### src/rtl/key_conditioner.sv
// key_conditioner: per-channel key input conditioning for a small game controller.
//   Each raw key level is synchronised, debounced, and turned into press/release
//   pulses plus an optional auto-repeat pulse train while the key is held.
//
// Ports:
//   clk          system clock, rising edge
//   rst          synchronous active-low reset
//   key_raw      asynchronous raw key levels (1 = pressed)
//   repeat_en    per-channel auto-repeat enable
//   key_state    debounced key level
//   key_press    one-cycle pulse on debounced 0->1
//   key_release  one-cycle pulse on debounced 1->0
//   key_rep      one-cycle auto-repeat pulse
//   any_press    OR of key_press and key_rep over all channels
module key_conditioner #(
    parameter int unsigned N_CH          = 3,
    parameter int unsigned DB_CYCLES     = 16,
    parameter int unsigned REPEAT_DELAY  = 40,
    parameter int unsigned REPEAT_PERIOD = 10
) (
    input  logic            clk,
    input  logic            rst,
    input  logic [N_CH-1:0] key_raw,
    input  logic [N_CH-1:0] repeat_en,
    output logic [N_CH-1:0] key_state,
    output logic [N_CH-1:0] key_press,
    output logic [N_CH-1:0] key_release,
    output logic [N_CH-1:0] key_rep,
    output logic            any_press
);

    localparam int unsigned DB_W    = $clog2(DB_CYCLES + 1);
    localparam int unsigned RPT_MAX = (REPEAT_DELAY > REPEAT_PERIOD) ? REPEAT_DELAY
                                                                     : REPEAT_PERIOD;
    localparam int unsigned RPT_W   = $clog2(RPT_MAX + 1);

    localparam logic [DB_W-1:0]  DB_LAST       = DB_W'(DB_CYCLES - 1);
    localparam logic [DB_W-1:0]  DB_ONE        = DB_W'(1);
    localparam logic [RPT_W-1:0] RPT_DELAY_LD  = RPT_W'(REPEAT_DELAY - 1);
    localparam logic [RPT_W-1:0] RPT_PERIOD_LD = RPT_W'(REPEAT_PERIOD - 1);
    localparam logic [RPT_W-1:0] RPT_ONE       = RPT_W'(1);

    logic [N_CH-1:0]            r_sync1;
    logic [N_CH-1:0]            r_sync2;
    // Qualified level; key_state is this value one cycle later so that the
    // press/release pulses can be formed from two registered levels.
    logic [N_CH-1:0]            r_db;
    logic [N_CH-1:0][DB_W-1:0]  r_db_cnt;
    logic [N_CH-1:0][RPT_W-1:0] r_rpt_cnt;
    logic [N_CH-1:0]            r_key_state;
    logic [N_CH-1:0]            r_key_press;
    logic [N_CH-1:0]            r_key_release;
    logic [N_CH-1:0]            r_key_rep;
    logic                       r_any_press;

    logic [N_CH-1:0]            w_db_d;
    logic [N_CH-1:0][DB_W-1:0]  w_db_cnt_d;
    logic [N_CH-1:0][RPT_W-1:0] w_rpt_cnt_d;
    logic [N_CH-1:0]            w_press_d;
    logic [N_CH-1:0]            w_release_d;
    logic [N_CH-1:0]            w_rep_d;

    always_comb begin
        w_db_d      = r_db;
        w_db_cnt_d  = '0;
        w_rpt_cnt_d = '0;
        w_rep_d     = '0;
        w_press_d   = r_db & ~r_key_state;
        w_release_d = ~r_db & r_key_state;
        for (int unsigned i = 0; i < N_CH; i++) begin
            // Debounce: count consecutive mismatches; toggle on the DB_CYCLES-th.
            if (r_sync2[i] != r_db[i]) begin
                if (r_db_cnt[i] == DB_LAST) begin
                    w_db_d[i] = r_sync2[i];
                end else begin
                    w_db_cnt_d[i] = r_db_cnt[i] + DB_ONE;
                end
            end
            // Repeat: runs off the qualified level so the first pulse lands exactly
            // REPEAT_DELAY cycles after the press pulse and never with press/release.
            w_rpt_cnt_d[i] = RPT_DELAY_LD;
            if (r_db[i] && repeat_en[i] && !w_press_d[i]) begin
                if (r_rpt_cnt[i] == '0) begin
                    w_rep_d[i]     = 1'b1;
                    w_rpt_cnt_d[i] = RPT_PERIOD_LD;
                end else begin
                    w_rpt_cnt_d[i] = r_rpt_cnt[i] - RPT_ONE;
                end
            end
        end
    end

    always_ff @(posedge clk) begin
        if (!rst) begin
            r_sync1       <= '0;
            r_sync2       <= '0;
            r_db          <= '0;
            r_db_cnt      <= '0;
            r_rpt_cnt     <= {N_CH{RPT_DELAY_LD}};
            r_key_state   <= '0;
            r_key_press   <= '0;
            r_key_release <= '0;
            r_key_rep     <= '0;
            r_any_press   <= 1'b0;
        end else begin
            r_sync1       <= key_raw;
            r_sync2       <= r_sync1;
            r_db          <= w_db_d;
            r_db_cnt      <= w_db_cnt_d;
            r_rpt_cnt     <= w_rpt_cnt_d;
            r_key_state   <= r_db;
            r_key_press   <= w_press_d;
            r_key_release <= w_release_d;
            r_key_rep     <= w_rep_d;
            r_any_press   <= |(w_press_d | w_rep_d);
        end
    end

    assign key_state   = r_key_state;
    assign key_press   = r_key_press;
    assign key_release = r_key_release;
    assign key_rep     = r_key_rep;
    assign any_press   = r_any_press;

endmodule

### config.mk
export PLATFORM = sky130hd
export DESIGN_NAME = key_conditioner
export DESIGN_NICKNAME = d
export VERILOG_FILES = /design/src/rtl/key_conditioner.sv
export SDC_FILE = /design/constraint.sdc
export NUM_CORES = 1
export LEC_CHECK = 0
export CAP_MARGIN = 20
export CORE_UTILIZATION = 45
export CTS_BUF_LIST = sky130_fd_sc_hd__clkbuf_4
export DETAILED_ROUTE_END_ITERATION = 8
export GPL_ROUTABILITY_DRIVEN = 0
export PLACE_DENSITY = 0.66
export SLEW_MARGIN = 20
export SYNTH_ARGS = -nofsm -noshare
export SYNTH_HDL_FRONTEND = slang
export SYNTH_SLANG_ARGS = --single-unit
### constraint.sdc
create_clock -name clk -period 4.9 [get_ports clk]
set_clock_uncertainty 0.15 [all_clocks]
set_input_delay 0.735 -clock clk [delete_from_list [all_inputs] [get_ports clk]]
set_output_delay 0.735 -clock clk [all_outputs]
set_load 0.01 [all_outputs]
# Word level (Yosys, flattened, before mapping)
# Index checks and enable logic that the tools add are counted.
totals:
  word_cells: 77
  output_inout_bits: 13
  reg_bits: 55
  in_bits: 8
classes:
  n_eq_ne: 6
  mux: 9
  bitwise: 12
  reduce_logical: 25
  n_addsub: 6
op_table:
  columns: ["operator", "n"]
  rows:
  - ["3-bit OR reduction", 7]
  - ["6-bit logical NOT", 3]
  - ["6-bit two-way mux", 3]
  - ["6-bit by 1-bit subtractor with 6-bit output (second input constant)", 3]
  - ["5-bit by 1-bit adder with 5-bit output (second input constant)", 3]
  - ["5-bit by 4-bit equality test with 1-bit output (second input constant)", 3]
  - ["2-bit AND reduction", 6]
  - ["1-bit NOT", 7]
  - ["3-bit bitwise AND", 2]
  - ["1-bit logical AND", 6]
  - ["1-bit two-way mux", 6]
  - ["3-bit NOT", 2]
  - ["1-bit logical NOT", 3]
  - ["1-bit inequality test", 3]
  - ["3-bit OR", 1]

# Depth between registers and ports, before layout
logic_depth:
  word_depth: 7
  depth_mapped: 5
  ltp_nobuf: 5

# Least setup slack after synthesis
# No wires, ideal clock.
synth_path:
  path_kind: "reg-to-reg"
  from: "register r_rpt_cnt[12] in the netlist's numbering"
  to: "register r_any_press (netlist: any_press)"
  setup_ps: 82
  path_slack_ps: 3227
  required_ps: 4668
  path_buffers: 0
  synth_period_minus_slack_ps: 1673
  stages_incl_launch_ff: 6
  t_arrival_ps: 1441
  path_cell_list: "dfxtp_1 inv_1 ha_1 or3b_1 or3_1 o2111ai_1"
synth_via:
  elab_chain_len: 5
synth_rtl:
  columns: ["element", "line", "source"]
  rows:
  - ["start: declaration", "49", "logic [N_CH-1:0][RPT_W-1:0] r_rpt_cnt;"]
  - ["start signal: assignment", "99", "r_rpt_cnt <= {N_CH{RPT_DELAY_LD}};"]
  - ["start signal: assignment", "110", "r_rpt_cnt <= w_rpt_cnt_d;"]
  - ["6-bit logical NOT", "83", "if (r_rpt_cnt[i] == '0) begin"]
  - ["1-bit two-way mux", "83", null]
  - ["1-bit two-way mux", "82", "if (r_db[i] && repeat_en[i] && !w_press_d[i]) begin"]
  - ["3-bit OR", "115", "r_any_press <= |(w_press_d | w_rep_d);"]
  - ["3-bit OR reduction", "115", null]
  - ["end signal: assignment", "115", null]
  - ["end: declaration", "54", "logic r_any_press;"]
# Every way passes these cells.
# A chain may end at the register's enable or synchronous reset.

# Final worst setup path
layout_path:
  from: "input port rst"
  to: "register r_rpt_cnt[17] in the netlist's numbering"
layout_via:
  elab_chain_len: 1
layout_rtl:
  columns: ["element", "line", "source"]
  rows:
  - ["start: declaration", "22", "input logic rst,"]
  - ["2-bit AND reduction (no line)", null, null]
# Every way passes these cells.

==> summary.md <==
| Metric | Value |
|---|---|
| Outcome | `finished, final reports clean` |
| Starting density of the core | `0.468` |
| Placed inst area | `2280 sq um` |
| Final Util | `0.545` |
| Total grt overflow | `0` |
| Tcrit/Tclk final | `0.462` |
| Vias per cell | `4.94` |
| Cells after DPL | `269` |
| Reg2Reg Depth | `5` |
| Syn_nets | `217` |
| Critical Path Fanout Max | `23` |
| Inserted Diodes | `0` |
| Register area share after synthesis | `0.544` |
| Site row count | `24` |
| Avg Cell Area, Syn | `10.2 sq um` |
| Seq pwr share | `0.643` |
| Largest net degree at the start of global routing | `24` |
| Core ar. | `4320 sq um` |
| DRC | `0` |
| Pint | `0.563 mW` |
| Net Sw Frac | `0.199` |
| Post-synthesis cell count | `199` |
| Finished Cell Area | `2360 sq um` |
| Mapped Area | `2020 sq um` |
| Hold Path End | `r_rpt_cnt[12]` |
| RSZ-0062 raised after global routing | `false` |
| H-tree depth | `2` |
| Slew Limit Headroom | `0.564` |
| CTS tree | `built` |
| Clk pwr share | `0.339` |
| Layout Cells excl Fill | `277` |
| Syn. warnings | `0` |
| Clock sink count | `55` |
| Total CTS buffers | `5` |
| Hold Crit Class | `register to register` |
| DR iter-0 viols | `47` |
| R2r setup slk | `3100 ps` |
| Crit path arrival time | `2390 ps` |
| Fin. max-slew vios | `0` |
| Antenna viol nets, final | `0` |
| Delay of the slowest critical-path stage | `890 ps` |
| Hpwl dp | `2110 um` |
| Critical Path RT | `5030 ps` |
| Setup bufs post-CTS | `0` |
| Post-CTS Resized | `0` |
| Final hold slack | `278 ps` |
| DIE AREA | `4770 sq um` |
| Hold path start | `r_rpt_cnt[12]` |
| R2R Path Start | `r_rpt_cnt[12]` |
| Initial antenna violation count | `0` |
| Setup TNS | `0 ps` |
| Critical path, cell by cell | `clkdlybuf4s50_1, and2_1, nand3_1, a311o_1` |
| P_sw | `0.139 mW` |
| Hold Crit Depth | `1` |
| Minimum clock period | `2260 ps` |
| 1st-pass router iterations | `4` |
| Clk Tree Root Cell | `clkbuf_4` |
| CP Class | `input pin to register` |
| Slowest-stage cell, CP | `clkdlybuf4s50_1` |
| Peak VDD IR | `0.000170 V` |
| Final WL | `2920 um` |
| Area Overhead vs Synth | `16.5%` |
| Comb pwr share | `0.018` |
| Netlist cell types | `33` |
| Number of port buffers | `20` |
| CTS Hold Bufs | `0` |
| Via count of the first global-routing pass | `1261` |
| CP endpoint kind | `register` |
| Die width | `69.1 um` |
| Power per cell area | `298 nW/um^2` |
| Worst-Skew Late Latency | `370 ps` |
| Final setup fails | `0` |
| Clk buf depth | `2` |
| GRT Total Usage | `0.141` |
| Number of synthesized register bits | `55` |
| Fmax | `442 MHz` |
| Final setup margin | `2640 ps` |
| Vias | `1368` |
| RR Endpoint | `any_press` |
| First-pass GRT wire length | `5380 um` |
| Final Hold Viols | `0` |
| Layout cells sized above 1 | `0.0444` |
| IO Pins | `21` |
| MaxCap Viol Count | `0` |
| Final nets | `242` |
| Clock slew at reported path FFs | `140 ps` |
| Worst slack, placed | `2220 ps` |
| Wire per inst | `10.6 um` |
| Leak | `0.968 nW` |
| Chip Height | `69.1 um` |
| Worst Tran Pin Value | `652 ps` |
| CP startpoint kind | `input pin` |
| Tot Pwr | `0.702 mW` |
-- registers in the layout, summed over array words and instances, names as in the netlist --
register and cells:
r_rpt_cnt 18, r_db_cnt 15, key_press 3, key_release 3, key_rep 3, key_state 3
r_db 3, r_sync1 3, r_sync2 3, any_press 1
-- area by class of cell --
class | instances | area [sq um]
Fill cell | 408 | 1970
Timing Repair Buffer | 20 | 200
Clock inverter | 3 | 38.8
Inverter | 14 | 52.6
Clock buffer | 5 | 37.5
Multi-Input combinational cell | 128 | 863
Sequential cell | 55 | 1100
Tap cell | 52 | 65.1
-- how the worst max path moves through the flow --
| stage | from | end | slack [ps] |
|---|---|---|---|
| after CTS | rst | r_rpt_cnt[17] | 2630 |
| after global routing | rst | r_rpt_cnt[17] | 2520 |
| after global placement | rst | r_rpt_cnt[17] | 2290 |
| final | rst | r_rpt_cnt[17] | 2640 |
| after detailed placement | rst | r_rpt_cnt[17] | 2220 |
| after floorplan | r_rpt_cnt[12] | any_press | 3230 |
-- critical path, delay by kind of cell --
kind | cells | cell delay (ps)
buffers and inverters | 1 | 890
AND/OR/NAND/NOR | 2 | 450
AO/OA/AOI/OAI | 1 | 310
-- synthesized netlist by cell type --
| cell type | n | area (sq um) |
|---|---|---|
| a21bo_2 | 1 | 10.0 |
| a21boi_0 | 2 | 15.0 |
| a21oi_1 | 3 | 15.0 |
| a311o_1 | 2 | 20.0 |
| a31oi_1 | 1 | 6.26 |
| and2_1 | 9 | 56.3 |
| and3_1 | 5 | 31.3 |
| and3b_1 | 4 | 35.0 |
| and4_1 | 1 | 8.76 |
| and4_2 | 1 | 10.0 |
| clkbuf_1 | 2 | 7.51 |
| dfxtp_1 | 55 | 1100 |
| ha_1 | 10 | 125 |
| inv_1 | 14 | 52.6 |
| mux2i_1 | 3 | 30.0 |
| nand2_1 | 3 | 11.3 |
| nand3_1 | 11 | 55.1 |
| nand3b_1 | 4 | 30.0 |
| nand4_1 | 1 | 6.26 |
| nand4b_1 | 2 | 17.5 |
| nor2_1 | 25 | 93.8 |
| nor2b_1 | 3 | 18.8 |
| nor3_1 | 7 | 35.0 |
| nor3b_1 | 1 | 7.51 |
| o2111ai_1 | 1 | 8.76 |
| o21ai_0 | 7 | 35.0 |
| o31ai_1 | 1 | 7.51 |
| or3_1 | 1 | 6.26 |
| or3b_1 | 1 | 8.76 |
| or4_1 | 1 | 7.51 |
| or4_4 | 1 | 11.3 |
| xnor2_1 | 9 | 78.8 |
| xor2_1 | 7 | 61.3 |
-- power by group through the flow --
stage	sequential [mW]	combinational (mW)	clock [mW]
6_report	0.452	0.0124	0.238
3_3_place_gp	0.461	0.0126	0
3_5_place_dp	0.462	0.0128	0
5_1_grt	0.452	0.0139	0.266
2_1_floorplan	0.461	0.00545	0
4_1_cts	0.452	0.0128	0.248
-- layout by cell type (no fill, tap or decap), types with 2 or more instances in the layout --
cell type,n
nor3_1,7
nor2b_1,3
clkbuf_4,5
and2_1,9
a21oi_1,3
and3b_1,4
nand4b_1,2
nor2_1,25
xnor2_1,9
nand3b_1,4
nand3_1,11
and3_1,5
mux2i_1,3
ha_1,10
clkdlybuf4s50_1,20
o21ai_0,7
nand2_1,3
xor2_1,7
a21boi_0,2
a311o_1,2
dfxtp_1,55
inv_1,14
-- routing by layer --
metal | vias to the layer above | track usage | wire length [um]
li1 | 727 | - | -
met1 | 611 | 0.180 | 1480
met2 | 22 | 0.215 | 1270
met3 | 8 | 0.0351 | 103
met4 | 0 | 0.0816 | 78
met5 | - | 0 | 0
-- cell families (layout without fill, tap and decap cells) --
| logic type | after synthesis | in the layout | share of synthesized area |
|---|---|---|---|
| and+or+nand+nor | 81 | 81 | 0.223 |
| DFF | 55 | 55 | 0.544 |
| AOI/OAI and AO/OA | 18 | 18 | 0.0581 |
| adders and majority gates | 10 | 10 | 0.0618 |
| xor gates and xnor gates | 16 | 16 | 0.0692 |
| muxes | 3 | 3 | 0.0148 |
| buffers and inverters | 16 | 42 | 0.0297 |
(Power assumes the default switching activity.)
